<file path="src/rtl/bitonic_sort_unit_pkg.sv">
// rtl/bitonic_sort_unit_pkg.sv - shared constants and network helpers for the bitonic sorter
package bitonic_sort_unit_pkg;

  localparam int unsigned DEFAULT_WAY_WIDTH = 4;
  localparam int unsigned DEFAULT_NUM_WAY   = 16;

  function automatic int unsigned log2_fn(input int unsigned n);
    int unsigned r;
    r = 0;
    while ((32'd1 << r) < n) r = r + 1;
    return r;
  endfunction

  // Number of merge phases (L).
  function automatic int unsigned num_phases(input int unsigned n);
    return log2_fn(n);
  endfunction

  // Number of compare-exchange columns, one pipeline register each (S).
  function automatic int unsigned num_columns(input int unsigned n);
    int unsigned l;
    l = log2_fn(n);
    return (l * (l + 1)) / 2;
  endfunction

  // 1 = ascending (lower way receives the min). Phase p merges blocks of 2^p ways; the
  // block's bit p selects direction, so the last phase is always ascending.
  function automatic logic ascending_dir(input int unsigned phase, input int unsigned step,
                                         input int unsigned way);
    if (step >= phase) return 1'b1;
    return ((way >> phase) & 32'd1) == 32'd0;
  endfunction

endpackage

</file>
<file path="src/rtl/bitonic_compare_exchange.sv">
// rtl/bitonic_compare_exchange.sv - combinational compare-exchange cell of the bitonic network
module bitonic_compare_exchange #(
  parameter int unsigned W = 4
) (
  input  logic [W-1:0] a_i,
  input  logic [W-1:0] b_i,
  input  logic         asc_i,
  output logic [W-1:0] lo_o,
  output logic [W-1:0] hi_o
);

  // Equal keys never swap.
  logic swap;
  assign swap = asc_i ? (a_i > b_i) : (a_i < b_i);

  assign lo_o = swap ? b_i : a_i;
  assign hi_o = swap ? a_i : b_i;

endmodule

</file>
<file path="src/rtl/bitonic_sort_unit.sv">
// rtl/bitonic_sort_unit.sv - fully pipelined ascending bitonic sorter, one register per column
module bitonic_sort_unit
  import bitonic_sort_unit_pkg::*;
#(
  parameter int unsigned SINGLE_WAY_WIDTH_IN_BITS = DEFAULT_WAY_WIDTH,
  parameter int unsigned NUM_WAY                  = DEFAULT_NUM_WAY
) (
  input  logic                                          clk_in,
  input  logic                                          reset_in,
  input  logic [SINGLE_WAY_WIDTH_IN_BITS*NUM_WAY-1:0]   pre_sort_flatted_in,
  output logic [SINGLE_WAY_WIDTH_IN_BITS*NUM_WAY-1:0]   post_sort_flatted_out
);

  localparam int unsigned W  = SINGLE_WAY_WIDTH_IN_BITS;
  localparam int unsigned N  = NUM_WAY;
  localparam int unsigned NW = W * N;
  localparam int unsigned L  = num_phases(N);
  localparam int unsigned S  = num_columns(N);

  if (N < 2 || (N & (N - 1)) != 0) begin : g_bad_num_way
    $error("bitonic_sort_unit: NUM_WAY must be a power of 2 and at least 2");
  end

  // Column c's result lives in slice [c*NW +: NW] of the flattened pipeline.
  logic [S*NW-1:0] pipe_d;
  logic [S*NW-1:0] pipe_q;

  for (genvar p = 1; p <= L; p++) begin : g_phase
    for (genvar j = 0; j < p; j++) begin : g_step
      localparam int unsigned COL  = (p * (p - 1)) / 2 + j;
      localparam int unsigned DIST = 1 << (p - 1 - j);

      logic [NW-1:0] col_in;
      if (COL == 0) begin : g_first
        assign col_in = pre_sort_flatted_in;
      end else begin : g_next
        assign col_in = pipe_q[(COL-1)*NW +: NW];
      end

      for (genvar q = 0; q < N / 2; q++) begin : g_pair
        localparam int unsigned LO = (q / DIST) * 2 * DIST + (q % DIST);
        localparam int unsigned HI = LO + DIST;

        bitonic_compare_exchange #(
          .W(W)
        ) u_cx (
          .a_i  (col_in[LO*W +: W]),
          .b_i  (col_in[HI*W +: W]),
          .asc_i(ascending_dir(p, j, LO)),
          .lo_o (pipe_d[COL*NW + LO*W +: W]),
          .hi_o (pipe_d[COL*NW + HI*W +: W])
        );
      end
    end
  end

  always_ff @(posedge clk_in) begin
    if (!reset_in) begin
      pipe_q <= '0;
    end else begin
      pipe_q <= pipe_d;
    end
  end

  assign post_sort_flatted_out = pipe_q[(S-1)*NW +: NW];

endmodule

</file>
<file path="config.mk">
export PLATFORM = sky130hd
export DESIGN_NAME = bitonic_sort_unit
export DESIGN_NICKNAME = d
export VERILOG_FILES = /design/src/rtl/bitonic_sort_unit_pkg.sv /design/src/rtl/bitonic_compare_exchange.sv /design/src/rtl/bitonic_sort_unit.sv
export SDC_FILE = /design/constraint.sdc
export NUM_CORES = 2
export LEC_CHECK = 0
export BUFFER_PORTS_ARGS = -buffer_cell sky130_fd_sc_hd__buf_2
export CAP_MARGIN = 20
export CORE_ASPECT_RATIO = 0.5
export CORE_UTILIZATION = 45
export CTS_BUF_LIST = sky130_fd_sc_hd__clkbuf_8
export DETAILED_ROUTE_END_ITERATION = 10
export GPL_ROUTABILITY_DRIVEN = 0
export GPL_TIMING_DRIVEN = 0
export SYNTH_ARGS = -nofsm -noshare
export SYNTH_HDL_FRONTEND = slang
export SYNTH_SLANG_ARGS = --single-unit
export TNS_END_PERCENT = 1
</file>
<file path="constraint.sdc">
create_clock -name clk_in -period 3.7 [get_ports clk_in]
set_input_delay 0.185 -clock clk_in [delete_from_list [all_inputs] [get_ports clk_in]]
set_output_delay 0.185 -clock clk_in [all_outputs]
set_load 0.02 [all_outputs]
</file>
# Yosys cells after proc, flatten, opt, wreduce, memory -nomap -nowiden
# Cells that the tools add are included.
[totals]
reg_bits = 640
input_bits = 66
output_inout_bits = 64
word_cells = 241
[op_classes]
magnitude_cmp = 80
muxes = 160
[ops]
columns = ["cell", "n"]
rows = [
  ["4-bit two-way mux", 160],
  ["4-bit > comparator", 56],
  ["4-bit < comparator", 24],
]

# Longest topological paths before layout
[depth]
word_depth = 2
ltp_mapped = 7
depth_no_buf = 6

# Hierarchy
# Synthesis repeated with hierarchy kept, for this count alone.
[unflattened]
cells_unflattened = 4215
hier_area_um2 = 46998.8
[modules_own_cells]
columns = ["module", "n_inst", "cells_per_inst", "area_each_um2", "seq_area_each_um2"]
rows = [
  ["bitonic_compare_exchange at g_phase[1].g_step[0].g_pair[0].u_cx ...", 79, 35, 361.6, 0.0],
  ["bitonic_sort_unit", 1, 1417, 18078.6, 12812.3],
  ["bitonic_compare_exchange at g_phase[4].g_step[3].g_pair[7].u_cx", 1, 33, 354.1, 0.0],
]

# Worst setup path after synthesis
# Ideal clock, no wire load.
[synth_timing]
path_type = "flip-flop to flip-flop"
from = "register pipe_q[355]"
to = "register pipe_q[384]"
t_arrival_ns = 1.490
required_ns = 3.562
setup_slack_ns = 2.073
path_stages_with_launch = 7
path_buffers = 0
synth_period_minus_slack_ns = 1.627
cell_sequence = "dfxtp_1 -> inv_1 -> ha_1 -> a21oi_2 -> a41oi_1 -> a32oi_1 -> o221ai_1"
[synth_between]
elab_chain_len = 2
[synth_lines]
columns = ["item", "line_no", "source"]
rows = [
  ["start: declaration", "bitonic_sort_unit.sv:26", "logic [S*NW-1:0] pipe_q;"],
  ["start signal: assignment", "bitonic_sort_unit.sv:61", "pipe_q <= pipe_d;"],
  ["4-bit > comparator", "bitonic_compare_exchange.sv:14", "assign swap = asc_i ? (a_i > b_i) : (a_i < b_i);"],
  ["4-bit two-way mux", "bitonic_compare_exchange.sv:16", "assign lo_o = swap ? b_i : a_i;"],
]
# Every way passes these cells.
# A chain may end at the register's enable or synchronous reset.

# Final worst setup path
[layout_timing]
from = "input port pre_sort_flatted_in[51]"
to = "register pipe_q[55]"
[layout_between]
elab_chain_len = 2
[layout_lines]
columns = ["item", "line_no", "source"]
rows = [
  ["start: declaration", "bitonic_sort_unit.sv:10", "input logic [SINGLE_WAY_WIDTH_IN_BITS*NUM_WAY-1:0] pre_sort_flatted_in,"],
  ["4-bit > comparator", "bitonic_compare_exchange.sv:14", ""],
  ["4-bit two-way mux *", "bitonic_compare_exchange.sv:17", "assign hi_o = swap ? a_i : b_i;"],
]
# Mark *: on every way between the ends. The rest lies on a longest branch, timed or not.

==> metrics.md <==
| Metric | Value |
|---|---|
| Io pins | `130` |
| Setup violators final | `0` |
| Most frequent CP cell | `dlygate4sd3_1` |
| Routed via count | `around 36000` |
| Period utilisation layout | `59.9%` |
| Num CTS Buffers | `98` |
| Final Critical Period | `2220 ps` |
| RSZ-0062 raised after global routing | `no` |
| R2r setup slk | `1510 ps` |
| Chip Height | `214 um` |
| Port Buffers | `128` |
| Biggest register | `pipe_q` |
| Largest net degree at the start of global routing | `15` |
| Clock Pin Slew Worst Setup and Hold Paths | `60 ps` |
| GR Overflow Total | `0` |
| Leading area contributor after synthesis | `dfxtp_1` |
| Syn Nets | `4923` |
| Slew Limit Fails | `0` |
| Top cell type's share of synthesized area | `31.7%` |
| Initial Util | `a little under half` |
| Worst setup margin | `1480 ps` |
| Vias per cell | `5.95` |
| Gr usage total | `23.8%` |
| Multi-input logic area | `0.0249 mm2` |
| Drt first-iter violations | `2838` |
| TritonCTS clock tree | `yes` |
| Drt pass-1 iters | `6` |
| Initial antenna violation count | `4` |
| Critical Path AT | `roughly 2900 ps` |
| Measured slew at the worst slew-check pin | `962 ps` |
| Rows | `77` |
| #FFs+latches synth | `640` |
| Critical Path End Type | `flip-flop` |
| Max FFs per register | `640` |
| Hold crit path type | `in -> reg` |
| Die W | `roughly 430 um` |
| YS warnings | `0` |
| Status | `completed` |
| Register Area | `0.0128 mm2` |
| Setup bufs post-CTS | `0` |
| Most instantiated cells after synthesis | `nand2_1, dfxtp_1, a32oi_1, o221ai_1` |
| Final HPWL DP | `84600 um` |
| First-pass GRT wire length | `180000 um` |
| Crit path max fanout | `9` |
| Cell area after synthesis | `0.0405 mm2` |
| Number of flops mapped to enable cells by yosys | `0` |
| Avg WL per Cell | `18.4 um` |
| MaxCap Viol Count | `0` |
| Die area | `between 0.09 and 0.1 mm2` |
| Max stage delay on crit path | `580 ps` |
| Startpoint types | `input pin` |
| Syn Area/Cell | `8.96 um2` |
| Critical path type | `in -> reg` |
| Worst path cell trace | `dlygate4sd3_1 > buf_2 > ha_1 > a21oi_2 > a41oi_1 > a32oi_1 > o221ai_1 > dlygate4sd3_1` |
| Register area share after synthesis | `31.7%` |
| Synth unique cells | `27` |
| VDD IR max | `0.000287 V` |
| Layout cells sized above 1 | `between 15 and 20%` |
| Htree depth | `3` |
| Hold-fix buffers at CTS | `108` |
| Layout fillers | `8140` |
| Clk_skew | `49.1 ps` |
| P&R area growth vs syn | `13.2%` |
| Nets | `approximately 5300` |
| Final antenna-violating net count | `0` |
| Count leader, synth | `nand2_1` |
| CTS Buffer Depth | `3` |
| Pre-CTS WS | `1550 ps` |
| Final Hold Fails | `0` |
| Regs by FF count | `pipe_q (640)` |
| Top cells by area, synth | `dfxtp_1, ha_1, a32oi_1` |
| Later-pin clock latency in the skew report | `790 ps` |
| PD cells | `534 mW/mm2` |
| Synth Instances | `4513` |
| Setup TNS | `0 ps` |
| Total core area | `0.0887 mm2` |
| Top FF cell, synth | `dfxtp_1` |
| Clock Sinks | `640` |
| Highest clock rate | `451 MHz` |
| Final wirelength | `about 110000 um` |
| Req. time, crit path | `4360 ps` |
| Ys async rst share | `0%` |
| LEAKAGE | `between 15 and 20 nW` |
| Post-CTS Resized | `0` |
| Relative slew slack | `35.9%` |
| Root Buffer | `clkbuf_8` |
| Vias in the first global route | `between 30000 and 40000` |
| Highest-delay cell along the critical path | `dlygate4sd3_1` |
| DRC | `0` |
stage by stage:
step	area [um2]	utilization (%)	hold slack, ps	total power, mW	std cells
CTS	45800	51.6	72.3	24.5	6111
finish	45800	51.6	136	24.4	6114
global route	45800	51.6	115	25.9	6112
global placement	42600	48.0	467	17.5	5826
floorplan	40500	-	347	15.5	4513
detailed placement	42600	48.0	476	17.9	5826
worst max-delay path: cells and delay by family:
family / cells / cell delay (ps)
AOI/OAI and AO/OA: 4 / 1080
adders and majority gates: 1 / 350
buffers and inverters: 3 / 1260
final timing paths:
check | startpoint | end | cells past startpoint
worst max-delay path | pre_sort_flatted_in[51] | pipe_q[55]$_SDFF_PN0_ | 8
worst min-delay path | reset_in | pipe_q[311]$_SDFF_PN0_ | 3
worst max register to register | pipe_q[155]$_SDFF_PN0_ | pipe_q[217]$_SDFF_PN0_ | 6
worst min register to register | pipe_q[60]$_SDFF_PN0_ | pipe_q[124]$_SDFF_PN0_ | 2
cells in the final DEF (no fill, tap or decap), types with 108 or more instances in the layout:
master	count
a32oi_1	448
and2_1	191
and2_4	281
buf_2	244
clkbuf_8	127
dfxtp_1	640
dlygate4sd3_1	108
ha_1	344
inv_1	365
mux2i_1	144
nand2_1	1040
o221ai_1	448
routing by layer:
metal | GRT usage [%] | wire length, um | part of all wire [%] | up-vias
met4 | 6.68 | 2560 | 2.3 | 0
met3 | 3.68 | 6540 | 5.8 | 174
met1 | 31.8 | 51200 | 45 | 17400
met5 | 0 | 0 | 0 | -
met2 | 39.5 | 52300 | 46 | 1267
li1 | - | - | - | 17600
final cells by class:
cell class | count | share of cell area (%)
sequential | 640 | 28.0
tap | 1185 | 3.24
antenna | 3 | 0.0164
timing repair buffer | 236 | 3.76
buffer | 233 | 3.08
inverter | 344 | 2.82
clock buffer | 127 | 3.82
multi-input combinational | 3296 | 54.5
clock inverter | 50 | 0.833
power by group:
| part | internal, mW | switching, mW |
|---|---|---|
| registers | 7.66 | 0.678 |
| clock network | 3.45 | 2.94 |
| logic | 3.17 | 6.55 |
logic make-up (layout without fill, tap and decap cells):
family	count (synthesis)	count (layout)	synth area share, %
and+or+nand+nor	1696	1696	21.5
AOI/OAI and AO/OA	1112	1112	26.0
DFF	640	640	31.7
buffers and inverters	577	990	6.68
adders and majority gates	344	344	10.6
muxes	144	144	3.56
other	0	3	0
No activity file was read; power rests on OpenSTA's default activity.
